--- src/rtl/knight_action_if.sv ---
// Handshake bundle between the knight action controller and its surroundings:
// keyboard, ground and damage feedback in; velocity and sprite status out.
interface knight_action_if;
  logic [7:0] keycode;
  logic       on_ground;
  logic       hit;
  logic [9:0] x_vel;
  logic [9:0] y_vel;
  logic [3:0] status;
  logic       facing;
  logic       attack_active;
  logic       invuln;

  modport master (
    output keycode, on_ground, hit,
    input  x_vel, y_vel, status, facing, attack_active, invuln
  );

  modport slave (
    input  keycode, on_ground, hit,
    output x_vel, y_vel, status, facing, attack_active, invuln
  );
endinterface

--- src/rtl/knight_action_ctrl.sv ---
// Frame-rate action sequencer for the knight: decodes keys, ground and hit
// feedback into one action state and registered per-frame velocity commands.
module knight_action_ctrl #(
  parameter int unsigned WALK_SPEED    = 2,
  parameter int unsigned RISE_SPEED    = 6,
  parameter int unsigned FALL_SPEED    = 6,
  parameter int unsigned KNOCK_SPEED   = 3,
  parameter int unsigned MIN_JUMP      = 4,
  parameter int unsigned MAX_JUMP      = 18,
  parameter int unsigned ATK_FRAMES    = 8,
  parameter int unsigned ATK_COOLDOWN  = 12,
  parameter int unsigned HURT_FRAMES   = 16,
  parameter int unsigned INVULN_FRAMES = 40
) (
  input logic              frame_clk,
  input logic              Reset,
  knight_action_if.slave   bus
);

  typedef enum logic [2:0] {
    IDLE   = 3'd0,
    WALK   = 3'd1,
    RISE   = 3'd2,
    FALL   = 3'd3,
    ATTACK = 3'd4,
    HURT   = 3'd5
  } state_t;

  localparam logic [9:0] WALK_V  = 10'(WALK_SPEED);
  localparam logic [9:0] RISE_V  = 10'(RISE_SPEED);
  localparam logic [9:0] FALL_V  = 10'(FALL_SPEED);
  localparam logic [9:0] KNOCK_V = 10'(KNOCK_SPEED);
  localparam logic [5:0] MINJ_C  = 6'(MIN_JUMP - 1);
  localparam logic [5:0] MAXJ_C  = 6'(MAX_JUMP - 1);
  localparam logic [5:0] ATK_C   = 6'(ATK_FRAMES);
  localparam logic [5:0] CD_C    = 6'(ATK_COOLDOWN);
  localparam logic [5:0] HURT_C  = 6'(HURT_FRAMES);
  localparam logic [5:0] INV_C   = 6'(INVULN_FRAMES);

  state_t     state, state_n;
  logic [5:0] ctr, ctr_n, cd, cd_n, iv, iv_n;
  logic [9:0] xv, xv_n, yv, yv_n;
  logic       face, face_n, prev_jump;

  logic       key_jump, key_left, key_right, key_atk, jump_edge;
  logic       hit_ok, start_atk;
  logic [9:0] steer_v, air_y;
  logic       steer_face;

  always_ff @(posedge frame_clk or posedge Reset) begin
    if (Reset) begin
      state     <= IDLE;
      ctr       <= '0;
      cd        <= '0;
      iv        <= '0;
      xv        <= '0;
      yv        <= '0;
      face      <= 1'b0;
      prev_jump <= 1'b0;
    end else begin
      state     <= state_n;
      ctr       <= ctr_n;
      cd        <= cd_n;
      iv        <= iv_n;
      xv        <= xv_n;
      yv        <= yv_n;
      face      <= face_n;
      prev_jump <= key_jump;
    end
  end

  always_comb begin
    key_jump   = (bus.keycode == 8'h52);
    key_left   = (bus.keycode == 8'h50);
    key_right  = (bus.keycode == 8'h4F);
    key_atk    = (bus.keycode == 8'h1B);
    jump_edge  = key_jump && !prev_jump;
    hit_ok     = bus.hit && (iv == '0);
    start_atk  = key_atk && (cd == '0) &&
                 (state == IDLE || state == WALK || state == RISE || state == FALL);
    steer_v    = key_left ? (10'd0 - WALK_V) : (key_right ? WALK_V : '0);
    steer_face = key_left ? 1'b1 : (key_right ? 1'b0 : face);
    air_y      = bus.on_ground ? '0 : FALL_V;

    state_n = state;
    ctr_n   = ctr;
    cd_n    = (cd != '0) ? cd - 6'd1 : '0;
    iv_n    = (iv != '0) ? iv - 6'd1 : '0;
    xv_n    = xv;
    yv_n    = yv;
    face_n  = face;

    if (hit_ok) begin
      state_n = HURT;
      ctr_n   = HURT_C;
      iv_n    = INV_C;
      xv_n    = face ? KNOCK_V : (10'd0 - KNOCK_V);
      yv_n    = air_y;
    end else if (start_atk) begin
      state_n = ATTACK;
      ctr_n   = ATK_C;
      xv_n    = '0;
      yv_n    = air_y;
    end else begin
      unique case (state)
        IDLE, WALK: begin
          xv_n   = steer_v;
          face_n = steer_face;
          if (jump_edge && bus.on_ground) begin
            state_n = RISE;
            ctr_n   = '0;
            yv_n    = 10'd0 - RISE_V;
          end else if (!bus.on_ground) begin
            state_n = FALL;
            yv_n    = FALL_V;
          end else begin
            state_n = (key_left || key_right) ? WALK : IDLE;
            yv_n    = '0;
          end
        end
        RISE: begin
          xv_n   = steer_v;
          face_n = steer_face;
          // ctr counts rise frames already shown, so it is tested before bumping
          if (ctr >= MAXJ_C || (!key_jump && ctr >= MINJ_C)) begin
            state_n = FALL;
            yv_n    = FALL_V;
          end else begin
            ctr_n = ctr + 6'd1;
            yv_n  = 10'd0 - RISE_V;
          end
        end
        FALL: begin
          xv_n   = steer_v;
          face_n = steer_face;
          if (bus.on_ground) begin
            state_n = (key_left || key_right) ? WALK : IDLE;
            yv_n    = '0;
          end else begin
            yv_n = FALL_V;
          end
        end
        ATTACK: begin
          xv_n = '0;
          yv_n = air_y;
          if (ctr <= 6'd1) begin
            ctr_n   = '0;
            cd_n    = CD_C;
            state_n = bus.on_ground ? IDLE : FALL;
          end else begin
            ctr_n = ctr - 6'd1;
          end
        end
        HURT: begin
          yv_n = air_y;
          if (ctr <= 6'd1) begin
            ctr_n   = '0;
            xv_n    = '0;
            state_n = bus.on_ground ? IDLE : FALL;
          end else begin
            ctr_n = ctr - 6'd1;
          end
        end
        default: state_n = IDLE;
      endcase
    end
  end

  assign bus.x_vel         = xv;
  assign bus.y_vel         = yv;
  assign bus.status        = {1'b0, state};
  assign bus.facing        = face;
  assign bus.attack_active = (state == ATTACK);
  assign bus.invuln        = (iv != '0);

endmodule

--- src/flat_wrapper.sv ---
// flat-port wrapper written by rule: the top's interface ports become plain ports
module knight_action_ctrl_flat 
#(
  parameter int unsigned WALK_SPEED    = 2,
  parameter int unsigned RISE_SPEED    = 6,
  parameter int unsigned FALL_SPEED    = 6,
  parameter int unsigned KNOCK_SPEED   = 3,
  parameter int unsigned MIN_JUMP      = 4,
  parameter int unsigned MAX_JUMP      = 18,
  parameter int unsigned ATK_FRAMES    = 8,
  parameter int unsigned ATK_COOLDOWN  = 12,
  parameter int unsigned HURT_FRAMES   = 16,
  parameter int unsigned INVULN_FRAMES = 40
)
  (frame_clk, Reset, bus_keycode, bus_on_ground, bus_hit, bus_x_vel, bus_y_vel, bus_status, bus_facing, bus_attack_active, bus_invuln);
  knight_action_if bus_i ();
  input logic frame_clk;
  input logic Reset;
  input wire logic [$bits(bus_i.keycode)-1:0] bus_keycode;
  input wire logic [$bits(bus_i.on_ground)-1:0] bus_on_ground;
  input wire logic [$bits(bus_i.hit)-1:0] bus_hit;
  output wire logic [$bits(bus_i.x_vel)-1:0] bus_x_vel;
  output wire logic [$bits(bus_i.y_vel)-1:0] bus_y_vel;
  output wire logic [$bits(bus_i.status)-1:0] bus_status;
  output wire logic [$bits(bus_i.facing)-1:0] bus_facing;
  output wire logic [$bits(bus_i.attack_active)-1:0] bus_attack_active;
  output wire logic [$bits(bus_i.invuln)-1:0] bus_invuln;
  assign bus_i.keycode = bus_keycode;
  assign bus_i.on_ground = bus_on_ground;
  assign bus_i.hit = bus_hit;
  assign bus_x_vel = bus_i.x_vel;
  assign bus_y_vel = bus_i.y_vel;
  assign bus_status = bus_i.status;
  assign bus_facing = bus_i.facing;
  assign bus_attack_active = bus_i.attack_active;
  assign bus_invuln = bus_i.invuln;
  knight_action_ctrl #(.WALK_SPEED(WALK_SPEED), .RISE_SPEED(RISE_SPEED), .FALL_SPEED(FALL_SPEED), .KNOCK_SPEED(KNOCK_SPEED), .MIN_JUMP(MIN_JUMP), .MAX_JUMP(MAX_JUMP), .ATK_FRAMES(ATK_FRAMES), .ATK_COOLDOWN(ATK_COOLDOWN), .HURT_FRAMES(HURT_FRAMES), .INVULN_FRAMES(INVULN_FRAMES)) u_core (.frame_clk(frame_clk), .Reset(Reset), .bus(bus_i));
endmodule
--- config.mk ---
export PLATFORM = sky130hd
export DESIGN_NAME = knight_action_ctrl_flat
export DESIGN_NICKNAME = d
export VERILOG_FILES = /design/src/rtl/knight_action_if.sv /design/src/rtl/knight_action_ctrl.sv /design/src/flat_wrapper.sv
export SDC_FILE = /design/constraint.sdc
export NUM_CORES = 1
export LEC_CHECK = 0
export CORE_UTILIZATION = 54
export DETAILED_ROUTE_END_ITERATION = 10
export GPL_TIMING_DRIVEN = 0
export PLACE_DENSITY = 0.8
export SYNTH_ARGS = -nofsm -noshare
export SYNTH_HDL_FRONTEND = slang
export SYNTH_SLANG_ARGS = --single-unit
--- constraint.sdc ---
create_clock -name frame_clk -period 3.7 [get_ports frame_clk]
set_input_delay 0.74 -clock frame_clk [delete_from_list [all_inputs] [get_ports frame_clk]]
set_output_delay 0.74 -clock frame_clk [all_outputs]
set_load 0.01 [all_outputs]
==> flow_summary.yaml, run 1 <==
status:
  outcome: "completed"
global_routing:
  grt_max_degree: 30
  grt_first_pass_wirelength_mm: 6.57
  first_global_vias: 1475
  antenna_found_initial: 0
  grt_usage: 0.238
  overflow: 0
yosys:
  yosysUniqueCellTypes: 56
  synth_seq_cells: 29
  synth.largest_area_cell: "dfrtp_1"
  netlist_area_um2: 1930
  seq_area_frac_synth: 0.376
  ys_warn_count: 0
  synth-edff-count: 0
  synth.top_cell.area_share: 0.376
  synth.top_cells.by_area: "dfrtp_1 (38%), buf_4 (6.2%), nand2_1 (4.3%)"
  synth.avg_cell_area_um2: 8.74
  netlist_instances: 221
  synth-main-ff-cell: "dfrtp_1"
  async_reset_ff_frac: 1.00
clock_tree:
  cts_tree: "done"
  cts_max_path_buffers: 2
  cts_setup_buffers: 0
  clkTransAtPathRegs_ns: 0.09
  holdBufCountCts: 0
  cts_made_buffers: 5
  cts_resized: 0
  clk-insertion-delay-late_ns: 0.33
  cts_root_buffer: "clkbuf_4"
  clkSinkCount: 29
  h-tree-depth: 2
drt:
  dr.pass1.iters: 4
  wl_per_cell_um: 13.4
  routed_wl_mm: 4.16
  vias: 1712
  dr.first_iter.drc_count: 55
  drtAntennaViolNets: 0
  vias_per_cell: 5.50
  drc_errors: 0
final_layout:
  final_common_cell: "clkdlybuf4s50_1"
  antenna_cells: 0
  drive_gt1_frac: 0.147
  final_cell_mix: "clkdlybuf4s50_1 (36), dfrtp_1 (29), nor2_1 (22), nand2_1 (22), buf_4 (16)"
  nFillCells: 279
  syn_to_final_growth_pct: 25.6
  nNetsFinal: 283
timing:
  setup-violations-final: 0
  skew_ns: 0.00343
  finalCriticalPeriod_ns: 3.28
  worst_slack_ns: 0.421
  fin_crit_sh: 0.886
  fin_tns_setup_ns: 0
  drv_slew: 0
  timing_hold_violations_final: 0
  rsz0062_at_grt: "no"
  fmax_mhz: 305
  relSlewSlack: 0.275
  worst_pin_slew_ns: 1.09
placement:
  pre_cts_ws_ns: 0.558
  portBuffers: 36
  dpl.hpwl_mm: 3.06
  gp_congestion: 0.924
setup_path:
  critPathArrivalTime_ns: 2.54
  r2r_setup_slack_ns: 0.90
  critPathMostFrequentCell: "inv_1"
  regToRegStartpoint: "u_core.iv[0]$_DFF_PP0_"
  timing.rr.end: "u_core.bus.x_vel[1]$_DFFE_PP0P_"
  critical-path-max-stage-delay_ns: 0.50
  critPathTopFamily: "simple AND/OR/NAND/NOR gates"
  crit_chain: "inv_1, ha_1, or3b_2, nor3_1, inv_1, clkdlybuf4s50_1"
  critPathLaunchType: "flip-flop"
  cp_max_fo: 6
  worst-path-buf-inv: 3
  reg2reg_depth: 8
  slowest_stage: "or3b_2"
  critical_path_class: "reg2out"
  cp.required_ns: 2.96
  endpoint_kind: "output port"
power:
  pwr-share-seq: 0.336
  ir_drop_uv: 417
  swShare: 0.399
  leakagePower_uw: 0.00105
  p_per_area_nw_per_um2: 681
  internal_power_uw: 992
  p_sw_uw: 659
  clkPwrFrac: 0.152
  combinationalPowerShare: 0.511
floorplan:
  die_w_um: 61.8
  die_y_um: 61.8
  ios: 39
  start_util: 0.570
  core.rowCount: 21
  dieArea_um2: 3820
  core_um2: 3390
flow_run:
  drv_cap: 0
min_path:
  holdPathStages: 1
  hp-start: "u_core.iv[0]$_DFF_PP0_"
  hp-class: "reg2reg"
  min_to: "u_core.iv[0]$_DFF_PP0_"
power by group through the flow:
| stage | registers (µW) | clock network [µW] | logic [µW] |
|---|---|---|---|
| 3_3_place_gp | 556 | 0 | 824 |
| 4_1_cts | 556 | 255 | 846 |
| 3_5_place_dp | 563 | 0 | 838 |
| 2_1_floorplan | 549 | 0 | 593 |
| 6_report | 556 | 251 | 844 |
| 5_1_grt | 576 | 267 | 953 |
stage by stage:
stage | total power (µW) | std cells | util | hold WS (ns) | instance area (µm²)
after floorplan | 1140 | 222 | - | 0.426 | 1940
after global placement | 1380 | 304 | 0.694 | 0.445 | 2350
after detailed placement | 1400 | 304 | 0.694 | 0.453 | 2350
after CTS | 1660 | 311 | 0.716 | 0.467 | 2430
after global routing | 1800 | 311 | 0.716 | 0.488 | 2430
final | 1650 | 311 | 0.716 | 0.462 | 2430
final cells by class:
type                       count  area [µm²]  area share
sequential                    29         726       0.299
inverter                      12        45.0      0.0186
clock buffer                   5        37.5      0.0155
tap                           46        57.6      0.0237
multi-input combinational    158        1020       0.420
clock inverter                 2        35.0      0.0144
timing repair buffer          36         360       0.149
buffer                        23         146      0.0603
registers in the layout, summed over array words and instances, names as in the netlist:
signal,flops
u_core.prev_jump,1
u_core.bus.x_vel,3
u_core.iv,6
u_core.bus.y_vel,3
u_core.ctr,6
u_core.bus.facing,1
u_core.cd,6
u_core.state,3
worst register-to-register path, delay by kind of cell, from the launching register on:
family	cells	cell delay, ns
buf+inv	1	0.06
fa+ha+maj	1	0.17
mux	1	0.27
compound gates	2	0.40
flops	1	0.40
simple gates	3	1.40
logic make-up (layout without fill, tap and decap cells):
kind of cell               after synthesis  after routing  synth area share
DFF                                     29             29             0.376
AOI/OAI and AO/OA                       49             49             0.170
buffers and inverters                   35             78            0.0991
and+or+nand+nor                         90             90             0.260
muxes                                    4              4            0.0220
other                                    1              2           0.00194
xor gates and xnor gates                 7              7            0.0317
adders and majority gates                6              6            0.0389
synth_stat cells, types with 2 or more instances:
cell	n
o21ai_0	11
a211oi_1	3
xnor2_1	3
a21oi_1	10
o21a_1	2
ha_1	6
dfrtp_1	29
nand2b_1	7
nand3_1	5
mux2i_1	2
nor2b_1	3
clkbuf_1	6
o2bb2ai_1	2
mux2_2	2
xor2_1	4
o31ai_1	4
buf_4	16
nor4_1	4
o22ai_1	3
or3b_2	2
nor3b_1	2
or2_2	2
nand2_1	22
inv_1	12
nor2_1	22
a31oi_1	2
nor3_1	6
routing by layer:
metal	vias up	wire, µm	share of wire	GRT usage
li1	840	-	-	-
met1	807	1900	0.46	0.312
met2	55	1890	0.46	0.370
met3	10	277	0.067	0.0642
met4	0	88	0.021	0.108
met5	-	0	0	0
worst max-delay path by stage:
| stage | startpoint | to | cells past startpoint |
|---|---|---|---|
| final | u_core.iv[0]$_DFF_PP0_ | bus_invuln | 6 |
| after global routing | u_core.iv[0]$_DFF_PP0_ | bus_invuln | 6 |
| after CTS | u_core.iv[0]$_DFF_PP0_ | bus_invuln | 6 |
| after detailed placement | bus_keycode[2] | u_core.ctr[4]$_DFFE_PP0P_ | 7 |
| after global placement | bus_keycode[2] | u_core.ctr[4]$_DFFE_PP0P_ | 7 |
| after floorplan | bus_keycode[2] | u_core.ctr[0]$_DFFE_PP0P_ | 6 |
No activity file was read; power rests on OpenSTA's default activity.
==> inputs of run 2 (changes only) <==
--- a/config.mk
+++ b/config.mk
@@ -5,6 +5,7 @@
 export SDC_FILE = /design/constraint.sdc
 export NUM_CORES = 1
 export LEC_CHECK = 0
+export ABC_CLOCK_PERIOD_IN_PS = 4200
 export CORE_UTILIZATION = 54
 export DETAILED_ROUTE_END_ITERATION = 10
 export GPL_TIMING_DRIVEN = 0
==> constraint.sdc (replaced) <==
create_clock -name frame_clk -period 4.2 [get_ports frame_clk]
set_input_delay 0.84 -clock frame_clk [delete_from_list [all_inputs] [get_ports frame_clk]]
set_output_delay 0.84 -clock frame_clk [all_outputs]
set_load 0.01 [all_outputs]
==> results of run 2 <==
The final DEF is identical to that of run 1. Status: completed.
Main changes from that run: setup slack after placement 0.558 ns -> 0.958 ns; setup slack after layout 0.421 ns -> 0.821 ns; register-to-register setup slack 0.90 ns -> 1.40 ns; total power 1650 µW -> 1450 µW; worst IR drop on VDD 417 µV -> 367 µV
